==> src/rtl/cpu_pkg.sv <==
// Shared cpu front-end constants: instruction width, PC step, NOP encoding and
// the fetch-unit state encoding.
package cpu_pkg;

  localparam int INST_W  = 32;
  localparam int PC_STEP = 4;

  localparam logic [INST_W-1:0] NOP = 32'h0000_0000;

  localparam logic [1:0] IFU_IDLE = 2'd0;
  localparam logic [1:0] IFU_REQ  = 2'd1;
  localparam logic [1:0] IFU_DROP = 2'd2;

endpackage

==> src/rtl/inst_fifo.sv <==
// Prefetch FIFO: DEPTH entries (power of two) with wrap-around pointers,
// synchronous flush, occupancy count and combinational head.
module inst_fifo #(
  parameter int DEPTH = 4,
  parameter int WIDTH = 64
) (
  input  logic                     clk,
  input  logic                     reset,
  input  logic                     push,
  input  logic                     pop,
  input  logic                     flush,
  input  logic [WIDTH-1:0]         din,
  output logic [$clog2(DEPTH):0]   count,
  output logic [WIDTH-1:0]         head
);

  localparam int PTR_W = $clog2(DEPTH);
  localparam int CNT_W = PTR_W + 1;

  logic [WIDTH-1:0] mem [DEPTH];
  logic [PTR_W-1:0] wr_ptr;
  logic [PTR_W-1:0] rd_ptr;

  // Pointers wrap naturally because DEPTH is a power of two.
  always_ff @(posedge clk) begin
    if (reset || flush) begin
      wr_ptr <= '0;
      rd_ptr <= '0;
      count  <= '0;
    end else begin
      if (push) wr_ptr <= wr_ptr + PTR_W'(1);
      if (pop)  rd_ptr <= rd_ptr + PTR_W'(1);
      count <= count + CNT_W'(push) - CNT_W'(pop);
    end
  end

  always_ff @(posedge clk) begin
    if (push && !flush) mem[wr_ptr] <= din;
  end

  assign head = mem[rd_ptr];

endmodule

==> src/rtl/inst_fetch_unit.sv <==
// Instruction fetch unit: sequential prefetch over an imem req/ack port into a
// small FIFO, redirect flush, decode valid/ready output. Optional IFU_BYPASS_EN.
//
// Handshakes: imem_req stays high with a stable imem_addr until a cycle with
// imem_ack; a decode transfer happens on every cycle with inst_valid & inst_ready.
module inst_fetch_unit
  import cpu_pkg::*;
#(
  parameter int                ADDR_W   = 32,
  parameter int                DEPTH    = 4,
  parameter logic [ADDR_W-1:0] RESET_PC = '0
) (
  input  logic              clk,
  input  logic              reset,
  output logic              imem_req,
  output logic [ADDR_W-1:0] imem_addr,
  input  logic              imem_ack,
  input  logic [INST_W-1:0] imem_rdata,
  output logic              inst_valid,
  output logic [INST_W-1:0] inst,
  output logic [ADDR_W-1:0] inst_pc,
  input  logic              inst_ready,
  input  logic              redirect,
  input  logic [ADDR_W-1:0] redirect_pc,
  output logic [1:0]        fsm_state
);

  localparam int                CNT_W = $clog2(DEPTH) + 1;
  localparam logic [CNT_W-1:0]  FULL  = CNT_W'(DEPTH);
  localparam logic [ADDR_W-1:0] STEP  = ADDR_W'(PC_STEP);

  logic [1:0]               state;
  logic [1:0]               state_next;
  logic [ADDR_W-1:0]        fetch_pc;
  logic [ADDR_W-1:0]        fetch_pc_next;
  logic [ADDR_W-1:0]        drop_addr;
  logic [ADDR_W-1:0]        target_pc;
  logic [CNT_W-1:0]         count;
  logic [CNT_W-1:0]         count_next;
  logic [INST_W+ADDR_W-1:0] head;
  logic                     fifo_valid;
  logic                     fifo_pop;
  logic                     push;
  logic                     bypass;

  assign target_pc  = redirect_pc & ~ADDR_W'(3);
  assign fifo_valid = (count != '0);
  assign fifo_pop   = fifo_valid && inst_ready;

`ifdef IFU_BYPASS_EN
  assign bypass = (state == IFU_REQ) && imem_ack && !fifo_valid && !redirect;
`else
  assign bypass = 1'b0;
`endif

  // A bypassed word taken by decode in the same cycle never enters the FIFO.
  assign push       = (state == IFU_REQ) && imem_ack && !redirect && !(bypass && inst_ready);
  assign count_next = count + CNT_W'(push) - CNT_W'(fifo_pop);

  inst_fifo #(
    .DEPTH (DEPTH),
    .WIDTH (INST_W + ADDR_W)
  ) u_fifo (
    .clk   (clk),
    .reset (reset),
    .push  (push),
    .pop   (fifo_pop),
    .flush (redirect),
    .din   ({imem_rdata, fetch_pc}),
    .count (count),
    .head  (head)
  );

  always_comb begin
    inst_valid = fifo_valid || bypass;
    inst       = NOP;
    inst_pc    = '0;
    if (bypass) begin
      inst    = imem_rdata;
      inst_pc = fetch_pc;
    end else if (fifo_valid) begin
      inst    = head[INST_W+ADDR_W-1:ADDR_W];
      inst_pc = head[ADDR_W-1:0];
    end
  end

  assign imem_req  = (state != IFU_IDLE);
  assign imem_addr = (state == IFU_DROP) ? drop_addr : fetch_pc;
  assign fsm_state = state;

  always_comb begin
    state_next    = state;
    fetch_pc_next = fetch_pc;
    case (state)
      IFU_IDLE: begin
        if (redirect) begin
          fetch_pc_next = target_pc;
          state_next    = IFU_REQ;
        end else if (count_next < FULL) begin
          state_next = IFU_REQ;
        end
      end
      IFU_REQ: begin
        // A redirect without ack must keep the bus address: finish it in DROP.
        if (redirect) begin
          fetch_pc_next = target_pc;
          state_next    = imem_ack ? IFU_REQ : IFU_DROP;
        end else if (imem_ack) begin
          fetch_pc_next = fetch_pc + STEP;
          state_next    = (count_next < FULL) ? IFU_REQ : IFU_IDLE;
        end
      end
      IFU_DROP: begin
        if (redirect) fetch_pc_next = target_pc;
        if (imem_ack) state_next = IFU_REQ;
      end
      default: state_next = IFU_IDLE;
    endcase
  end

  always_ff @(posedge clk) begin
    if (reset) begin
      state     <= IFU_IDLE;
      fetch_pc  <= RESET_PC;
      drop_addr <= RESET_PC;
    end else begin
      state    <= state_next;
      fetch_pc <= fetch_pc_next;
      if (state == IFU_REQ && redirect && !imem_ack) drop_addr <= fetch_pc;
    end
  end

  a_addr_stable : assert property (@(posedge clk) disable iff (reset)
    (imem_req && !imem_ack) |=> (imem_req && $stable(imem_addr)));

  a_no_overfill : assert property (@(posedge clk) disable iff (reset)
    ((CNT_W+1)'(count) + (CNT_W+1)'(imem_req)) <= (CNT_W+1)'(DEPTH));

endmodule

==> config.mk <==
export PLATFORM = sky130hd
export DESIGN_NAME = inst_fetch_unit
export DESIGN_NICKNAME = d
export VERILOG_FILES = /design/src/rtl/cpu_pkg.sv /design/src/rtl/inst_fifo.sv /design/src/rtl/inst_fetch_unit.sv
export SDC_FILE = /design/constraint.sdc
export NUM_CORES = 1
export LEC_CHECK = 0
export ABC_AREA = 1
export CAP_MARGIN = 20
export CORE_MARGIN = 8
export CORE_UTILIZATION = 40
export CTS_CLUSTER_DIAMETER = 30
export CTS_CLUSTER_SIZE = 40
export DETAILED_ROUTE_END_ITERATION = 16
export SLEW_MARGIN = 20
export SYNTH_ARGS = -nofsm -noshare
export SYNTH_HDL_FRONTEND = slang
export SYNTH_SLANG_ARGS = --single-unit
==> constraint.sdc <==
create_clock -name clk -period 12.8 [get_ports clk]
set_input_delay 3.2 -clock clk [delete_from_list [all_inputs] [get_ports clk]]
set_output_delay 3.2 -clock clk [all_outputs]
set_load 0.01 [all_outputs]
==> key figures, run 1 <==
Setup path
  • FF-to-FF End: fsm_state[0]$_SDFFE_PP0P_
  • Crit path buf inv count: 4
  • CP max FO: 63
  • Crit-path most repeated cell: buf_4
  • Critical Path, Cell by Cell: buf_4 > inv_2 > buf_4 > nor2_1 > o21ai_0 > a21oi_1 > clkdlybuf4s50_1
  • CP required: about 9.6 ns
  • CP Data Arrival Time: roughly 3.5 ns
  • Worst path top cell family by delay: buffers and inverters
  • Critical Path End: inst_pc[9]
  • CP Capture Type: output port
  • WS Path Type: flop to output port
  • Slowest CP cell: buf_4
  • Critical Path Stages: 7
  • R2r setup slk: about 9.7 ns
  • Worst reg-to-reg path cell count: 15
  • CP peak stage delay: 0.66 ns
  • Startpoint Class: flop
  • Reg2reg start: u_fifo.count[1]$_SDFF_PP0_

Floorplanning
  • Die height: about 200 um
  • Core Region: around 34000 sq um
  • I/O pin total: about 170
  • # rows: between 60 and 70
  • Width of the die: around 200 um
  • DIE AREA: roughly 40000 sq um
  • Starting Density: 0.4068

Clocking
  • Setup Fix Bufs, Post-CTS: 0
  • Clk_lat worst skew: 0.57 ns
  • CTS buffer count: between 70 and 80
  • TritonCTS clock tree: yes
  • Longest Clk Path Bufs: 3
  • # hold bufs at CTS: 0
  • Sink Count: approximately 320
  • H-tree depth: 3
  • PostCTS Resize Cnt: 0
  • Clk slew on worst S/H paths: ~0.04 ns
  • Root Driver: clkbuf_16

Logic synthesis
  • Register bit total from synthesis: approximately 320
  • Seq/Total Area, Yosys: 0.6501
  • Avg Inst Size Synth: around 9.7 sq um
  • Yosys warns: 0
  • Mapped Area: 13640 sq um
  • Post-synth top flop: edfxtp_1
  • Unique masters post-synth: 33
  • Post-synth EDFFs: roughly 250
  • Cell count after synthesis: ~1.4k
  • Asr flop ratio synth: 0

STA
  • Setup_tns: 0 ns
  • Final setup violating endpoints: 0
  • Fin. Hold Viols: 0
  • Relative slew slack: 0.3432
  • Hold Worst Slack: approximately 0.46 ns
  • Count of pins over their slew limit: 0
  • Fmax: between 100 and 150 MHz
  • Final min period: 6.736 ns
  • Least-Margin Pin Slew: 0.9852 ns
  • Unrepaired setup endpoints after global routing: no
  • Clk_skew: 0.01602 ns
  • Final period util: 0.5262

Layout
  • Reg area: about 9000 sq um
  • Synth-to-Final Area Change: 32.53%
  • Most common cell after layout, fill and taps aside: nor2_1
  • Most frequent cells in the layout: 356 x nor2_1, 248 x edfxtp_1, 203 x nand2_1
  • Non-Filler Instances: about 2.1k
  • Net count, final: approximately 1.7k
  • Share of cells above drive strength 1: 0.09312
  • Antenna Cells: 0
  • Fillers: between 2k and 3k
  • Area taken by multi-input logic gates: 4240 sq um

Detailed routing
  • DRT Pass-1 Iters: 5
  • Post-route ant nets: 0
  • First DRT Iteration DRCs: roughly 840
  • DRC viols: 0
  • Post-DR vias/cell: roughly 5
  • Wirelength, routed: around 36 mm
  • Routed WL per cell: approximately 17 um
  • Vias after detailed routing: between 10k and 15k

Place
  • Routability cong.: 0.8316
  • Port bufs: approximately 160
  • HPWL after detailed placement: 20.62 mm
  • Placed cell count: about 2k

Power
  • Pleak: around 6.4 nW
  • Worst ir drop on vdd: approximately 110 uV
  • Pwr Density: between 150 and 200 nW/um^2

Global routing
  • Antenna violations before repair: 0
  • Grt ovf: 0
  • First-pass GRT wire length: 56.50 mm
  • Vias in the first global route: approximately 10k
  • Tot GR Track Use: 0.1755
  • Largest net degree at the start of global routing: 125

Run status
  • Outcome: finished, final reports clean

Job
  • Maxcap violations: 0

Min path
  • Worst hold path class: flop to flop
-- how the worst min path moves through the flow --
stage / start / to / slack [ns] / cells past startpoint
floorplan: u_fifo.rd_ptr[1]$_SDFFE_PP0P_ / flop / 0.44 / 2
global placement: u_fifo.rd_ptr[1]$_SDFFE_PP0P_ / flop / 0.45 / 2
detailed placement: u_fifo.rd_ptr[0]$_SDFFE_PP0P_ / flop / 0.46 / 1
CTS: u_fifo.rd_ptr[0]$_SDFFE_PP0P_ / flop / 0.46 / 1
global route: u_fifo.rd_ptr[0]$_SDFFE_PP0P_ / flop / 0.51 / 1
finish: u_fifo.rd_ptr[0]$_SDFFE_PP0P_ / flop / 0.46 / 1
-- cells by family after synthesis --
logic type	after synthesis	synth area share
AO/OA/AOI/OAI	325	0.1200
buffers and inverters	139	0.04311
XOR/XNOR	2	0.001284
flip-flops	319	0.6501
AND/OR/NAND/NOR	617	0.1774
other	1	0.0002749
adder cells (fa/ha/maj)	8	0.007888
-- sequential cells by signal, indices dropped and copies added (netlist names), named ones only --
register and count:
fsm_state 2, fetch_pc 30, u_fifo.count 3, u_fifo.rd_ptr 2, u_fifo.wr_ptr 2, u_fifo.mem 248, drop_addr 30
-- layout make-up --
| class | instances | area share |
|---|---|---|
| Sequential cell | 319 | 0.4908 |
| Multi-Input combinational cell | 956 | 0.2345 |
| Clock buffer | 83 | 0.1048 |
| Timing Repair Buffer | 176 | 0.09571 |
| Tap cell | 448 | 0.03100 |
| Clock inverter | 50 | 0.03093 |
| Inverter | 59 | 0.01225 |
-- through the flow --
| stage | utilization | power [mW] | instance area (sq um) | worst slack (ns) |
|---|---|---|---|---|
| 2_1_floorplan | - | 1.308 | 13650 | 6.095 |
| 5_1_grt | 0.5392 | 3.329 | 18080 | 5.766 |
| 3_3_place_gp | 0.4659 | 1.423 | 15620 | 6.531 |
| 3_5_place_dp | 0.4659 | 1.425 | 15620 | 6.501 |
| 6_report | 0.5392 | 3.216 | 18080 | 6.064 |
| 4_1_cts | 0.5391 | 3.251 | 18080 | 5.893 |
-- per-layer routing --
metal  share of wire  wire (um)  GRT usage
met5               0          0          0
met4           0.024        870    0.06229
met2            0.47      16810     0.2832
met1            0.45      16380     0.2274
met3           0.055       1971    0.04357
-- where the power goes --
part	switching [mW]	total, mW	internal (mW)
clock	0.580	1.81	1.23
combinational	0.125	0.218	0.0936
sequential	0.0357	1.19	1.15
total	0.740	3.22	2.48
-- synth_stat cells (2+ instances only) --
cell type    n  share of area
nor2_1     360          0.099
edfxtp_1   248           0.55
nand2_1    203          0.056
o21ai_0    198          0.073
a21oi_1    120          0.044
dfxtp_1     71           0.10
inv_1       54          0.015
clkbuf_1    49          0.013
nand3_1     33          0.012
buf_2       20         0.0073
buf_4        9         0.0050
ha_1         7         0.0064
nand4_1      5         0.0023
nor3_1       5         0.0018
inv_2        4         0.0011
nor2_2       4         0.0018
a31oi_1      2        0.00092
nand3b_1     2         0.0011
o21ai_1      2        0.00073
or2_2        2        0.00092
Power figures use the tool's default switching activity.
==> run 2, diff against run 1 <==
==> constraint.sdc (replaced) <==
create_clock -name clk -period 6.57 [get_ports clk]
set_input_delay 1.6425 -clock clk [delete_from_list [all_inputs] [get_ports clk]]
set_output_delay 1.6425 -clock clk [all_outputs]
set_load 0.01 [all_outputs]
==> run 2 against run 1 <==
Compared with the run above: final area rose by 2.1%; critical endpoint is now inst[21]; total power up 110%; first-iteration DRC count down 11%; largest power group unchanged; global-route usage grew 0.26 points.
==> key figures, run 2 (same netlist as run 1, synthesis figures left out) <==
Run status
  • Outcome: finished, final reports clean

STA
  • Final setup violating endpoints: 0
  • Final period util: 0.7605
  • Relative slew slack: 0.3063
  • Count of pins over their slew limit: 0
  • Fin worst setup slack: around 1.6 ns
  • Clk_skew: around 0.026 ns
  • Fmax: 200.1 MHz
  • Unrepaired setup endpoints after global routing: no
  • Fin. Hold Viols: 0
  • Final min period: roughly 5.0 ns
  • Setup_tns: 0 ns
  • Least-Margin Pin Slew: 1.038 ns

Power
  • Pleak: roughly 6.6 nW
  • Pwr Density: 367.3 nW/um^2
  • Worst ir drop on vdd: approximately 200 uV

Clocking
  • # hold bufs at CTS: 0
  • PostCTS Resize Cnt: 0
  • CTS buffer count: 76
  • Setup Fix Bufs, Post-CTS: 0
  • H-tree depth: 3
  • TritonCTS clock tree: yes
  • Clk_lat worst skew: 0.57 ns
  • Root Driver: clkbuf_16
  • Clk slew on worst S/H paths: approximately 0.040 ns
  • Sink Count: 319
  • Longest Clk Path Bufs: 3

Setup path
  • WS Path Type: flop to output port
  • Crit path buf inv count: 3
  • Worst reg-to-reg path cell count: 5
  • Startpoint Class: flop
  • Slowest CP cell: inv_2
  • FF-to-FF End: u_fifo.mem[0][62]$_DFFE_PP_
  • Worst path top cell family by delay: buffers and inverters
  • Reg2reg start: fsm_state[0]$_SDFFE_PP0P_
  • CP required: about 4.9 ns
  • CP Capture Type: output port
  • CP max FO: 76
  • CP Data Arrival Time: about 3.4 ns
  • R2r setup slk: 3.79 ns
  • CP peak stage delay: about 0.69 ns
  • Critical Path, Cell by Cell: inv_2 > buf_4 > o21ai_0 > a21oi_1 > clkdlybuf4s50_1

Floorplanning
  • # rows: 67
  • Core Region: about 34000 sq um
  • Die height: ~200 um
  • Starting Density: 0.4068
  • DIE AREA: roughly 40000 sq um
  • I/O pin total: about 170
  • Width of the die: between 200 and 250 um

Detailed routing
  • Wirelength, routed: about 37 mm
  • Routed WL per cell: ~18 um
  • First DRT Iteration DRCs: approximately 750
  • DRT Pass-1 Iters: 5
  • Vias after detailed routing: about 11k
  • DRC viols: 0
  • Post-DR vias/cell: 5.019
  • Post-route ant nets: 0

Global routing
  • Largest net degree at the start of global routing: between 70 and 80
  • Grt ovf: 0
  • First-pass GRT wire length: around 58 mm
  • Tot GR Track Use: 0.1781
  • Antenna violations before repair: 0
  • Vias in the first global route: between 10k and 15k

Layout
  • Fillers: ~2.9k
  • Reg area: between 8000 and 9000 sq um
  • Synth-to-Final Area Change: 35.38%
  • Max reg flops: about 250
  • Antenna Cells: 0
  • Area taken by multi-input logic gates: about 4200 sq um
  • Share of cells above drive strength 1: 0.09777
  • Largest regs: u_fifo.mem x248, drop_addr x30, fetch_pc x30
  • Most common cell after layout, fill and taps aside: nor2_1
  • Final Util: 0.5507
  • Net count, final: 1671
  • Reg with most FFs: u_fifo.mem
  • Most frequent cells in the layout: 356 x nor2_1, 248 x edfxtp_1, 203 x nand2_1

Place
  • Post-place setup slack: roughly 1.9 ns
  • Routability cong.: approximately 0.85
  • HPWL after detailed placement: 22.03 mm
  • Port bufs: between 150 and 200

Job
  • Maxcap violations: 0

Min path
  • Worst hold start: u_fifo.rd_ptr[1]$_SDFFE_PP0P_
  • Worst hold path class: flop to flop
  • WHS Path Cells: 2
run 2: per-stage QoR:
| step | hold WS [ns] | total power, mW | std cells | cell area [sq um] |
|---|---|---|---|---|
| after CTS | 0.4601 | 6.844 | 2105 | 18470 |
| after global placement | 0.4484 | 2.776 | 1964 | 15680 |
| after global routing | 0.4829 | 7.003 | 2105 | 18470 |
| after floorplan | 0.4356 | 2.548 | 1414 | 13650 |
| final | 0.4609 | 6.783 | 2105 | 18470 |
| after detailed placement | 0.4509 | 2.780 | 1964 | 15680 |
run 2: worst min-delay path: cells and delay by family, from the launching register on:
kind	cells	cell delay (ns)
flip-flops	1	0.29
AO/OA/AOI/OAI	1	0.07
buffers and inverters	1	0.06
run 2: worst max-delay path by stage:
stage / end / depth (start not counted) / start
after floorplan: u_fifo.mem[0][10]$_DFFE_PP_ / 4 / imem_ack
after global placement: u_fifo.mem[0][55]$_DFFE_PP_ / 6 / imem_ack
after detailed placement: u_fifo.mem[2][56]$_DFFE_PP_ / 6 / imem_ack
after CTS: inst[21] / 5 / flop
after global routing: inst[21] / 5 / flop
final: inst[21] / 5 / flop
run 2: cell type report:
cell class | count | share of cell area
Sequential cell | 319 | 0.4805
Multi-Input combinational cell | 956 | 0.2296
Clock buffer | 81 | 0.1040
Timing Repair Buffer | 182 | 0.09661
Clock inverter | 60 | 0.04695
Tap cell | 448 | 0.03035
Inverter | 59 | 0.01199
run 2: routing by layer:
metal	track usage	up-vias	share of wire
met2	0.2866	324	0.46
li1	-	5197	-
met5	0	-	0
met1	0.2328	4989	0.45
met4	0.05940	0	0.021
met3	0.04405	56	0.060
run 2: power by group:
part,switching [mW],internal [mW]
combinational,0.246,0.185
sequential,0.0697,2.25
clock,1.17,2.87
total,1.48,5.30
==> run 3, diff against run 2 <==
==> constraint.sdc (replaced) <==
create_clock -name clk -period 4.8 [get_ports clk]
set_input_delay 1.2 -clock clk [delete_from_list [all_inputs] [get_ports clk]]
set_output_delay 1.2 -clock clk [all_outputs]
set_load 0.01 [all_outputs]
==> run 3 against run 2 <==
Compared with the run above: final area fell by 0.62%; setup slack got worse by 0.82 ns; first-iteration DRC count fell by 6.2%; cell count fell by 0.52%; worst hold slack improved by 0.013 ns; register-to-register slack got worse by 2.1 ns; combinational power rose by 40%; total power rose by 31%; non-clock buffer count fell by 3; via count rose by 0.62%; sequential share of layout area rose by 0.30 points; die area did not move; critical path type unchanged; largest power group unchanged.
==> key figures, run 3 (same netlist as run 1, synthesis figures left out) <==
Layout
  • Reg with most FFs: u_fifo.mem
  • Net count, final: approximately 1.7k
  • Share of cells above drive strength 1: 0.09538
  • Antenna Cells: 0
  • Largest regs: u_fifo.mem x248, drop_addr x30, fetch_pc x30
  • Most frequent cells in the layout: 356 x nor2_1, 248 x edfxtp_1, 203 x nand2_1
  • Most common cell after layout, fill and taps aside: nor2_1
  • Max reg flops: around 250
  • Final instance area: between 15000 and 20000 sq um
  • Synth-to-Final Area Change: 34.53%

Clocking
  • H-tree depth: 3
  • Clk_lat worst skew: 0.55 ns
  • Longest Clk Path Bufs: 3
  • Sink Count: roughly 320
  • TritonCTS clock tree: yes
  • CTS buffer count: 72
  • Setup Fix Bufs, Post-CTS: 0
  • # hold bufs at CTS: 0
  • Clk slew on worst S/H paths: 0.05 ns
  • Root Driver: clkbuf_16
  • PostCTS Resize Cnt: 0

Floorplanning
  • Die height: 200.7 um
  • Starting Density: 0.4068
  • DIE AREA: 40270 sq um
  • I/O pin total: roughly 170
  • # rows: between 60 and 70
  • Width of the die: approximately 200 um
  • Core Region: 33530 sq um

Detailed routing
  • Post-route ant nets: 0
  • Post-DR vias/cell: slightly above 5
  • First DRT Iteration DRCs: 699
  • DRC viols: 0
  • Wirelength, routed: 36.54 mm
  • Vias after detailed routing: around 11k
  • DRT Pass-1 Iters: 5
  • Routed WL per cell: 17.45 um

Power
  • Clk pwr share: 0.577
  • Seq pwr share: 0.355
  • Sw Pwr: about 2 mW
  • Pwr Density: approximately 500 nW/um^2
  • Worst ir drop on vdd: approximately 290 uV
  • Internal Power: between 6 and 7 mW
  • Power share of the combinational group: 0.067
  • Switching Share: 0.2219
  • Pleak: 6.504 nW

Global routing
  • Largest net degree at the start of global routing: approximately 130
  • Vias in the first global route: approximately 11k
  • Tot GR Track Use: 0.1777
  • Grt ovf: 0
  • First-pass GRT wire length: 57.88 mm
  • Antenna violations before repair: 0

STA
  • Fin worst setup slack: roughly 0.75 ns
  • Setup_tns: 0 ns
  • Final min period: 4.050 ns
  • Unrepaired setup endpoints after global routing: no
  • Count of pins over their slew limit: 0
  • Final period util: 0.8438
  • Relative slew slack: 0.2680
  • Final setup violating endpoints: 0
  • Least-Margin Pin Slew: about 1.1 ns
  • Clk_skew: 0.01374 ns
  • Fin. Hold Viols: 0
  • Fmax: ~250 MHz

Place
  • HPWL after detailed placement: 21.39 mm
  • Post-Place Cell Area: ~16000 sq um
  • Routability cong.: approximately 0.84
  • Post-place setup slack: between 1 and 1.5 ns
  • Port bufs: around 160

Min path
  • WHS Path Cells: 2
  • Worst hold path class: flop to flop
  • Worst hold start: u_fifo.rd_ptr[1]$_SDFFE_PP0P_

Setup path
  • R2r setup slk: between 1.5 and 2 ns
  • Reg2reg start: u_fifo.count[1]$_SDFF_PP0_
  • Worst reg-to-reg path cell count: 14
  • CP required: between 3 and 4 ns
  • CP Capture Type: output port
  • Slowest CP cell: inv_2
  • Startpoint Class: flop
  • CP max FO: 47
  • WS Path Type: flop to output port
  • CP peak stage delay: about 0.76 ns
  • FF-to-FF End: fsm_state[0]$_SDFFE_PP0P_
  • CP Data Arrival Time: about 2.9 ns
  • Critical Path, Cell by Cell: inv_2 > buf_4 > nor2_1 > o21ai_0 > a21oi_1 > clkdlybuf4s50_1

Run status
  • Outcome: finished, final reports clean

Job
  • Maxcap violations: 0
[run 3: worst max path at each step]
stage / end / slack [ns] / depth (start not counted)
global route: inst_pc[4] / 0.57 / 6
finish: inst_pc[2] / 0.75 / 6
global placement: u_fifo.mem[0][54]$_DFFE_PP_ / 1.13 / 6
floorplan: u_fifo.mem[0][10]$_DFFE_PP_ / 0.1 / 4
detailed placement: u_fifo.mem[0][27]$_DFFE_PP_ / 1.13 / 6
CTS: inst[1] / 0.69 / 6
[run 3: stage by stage]
stage	total power, mW	hold WS, ns	utilization	std cells
2_1_floorplan	3.487	0.4356	-	1414
3_3_place_gp	3.805	0.4511	0.4699	1961
3_5_place_dp	3.814	0.4585	0.4699	1961
4_1_cts	8.997	0.4757	0.5473	2094
5_1_grt	9.205	0.5003	0.5473	2094
6_report	8.914	0.4740	0.5473	2094
[run 3: power groups by stage]
stage,Clock [mW],Sequential [mW],Combinational [mW]
floorplan,0,3.18,0.311
global placement,0,3.21,0.595
detailed placement,0,3.21,0.600
CTS,5.23,3.17,0.606
global route,5.37,3.18,0.663
finish,5.15,3.17,0.600
[run 3: per-layer routing]
layer	routed length, um	vias to the layer above	GRT usage
met5	0	-	0
met4	1283	0	0.08436
met3	2068	77	0.03857
met2	16840	338	0.2850
met1	16350	5028	0.2269
li1	-	5189	-
[run 3: worst max-delay path: cells and delay by family, from the launching register on]
family / cells / cell delay, ns
buffers and inverters: 3 / 1.70
flip-flops: 1 / 0.32
AO/OA/AOI/OAI: 2 / 0.16
AND/OR/NAND/NOR: 1 / 0.07
[run 3: area by class of cell]
type / count / area (sq um)
Multi-Input combinational cell: 956 / 4240
Timing Repair Buffer: 179 / 1862
Clock inverter: 48 / 651.9
Clock buffer: 85 / 1943
Fill cell: 2878 / 15180
Tap cell: 448 / 560.5
Sequential cell: 319 / 8874
Inverter: 59 / 221.5
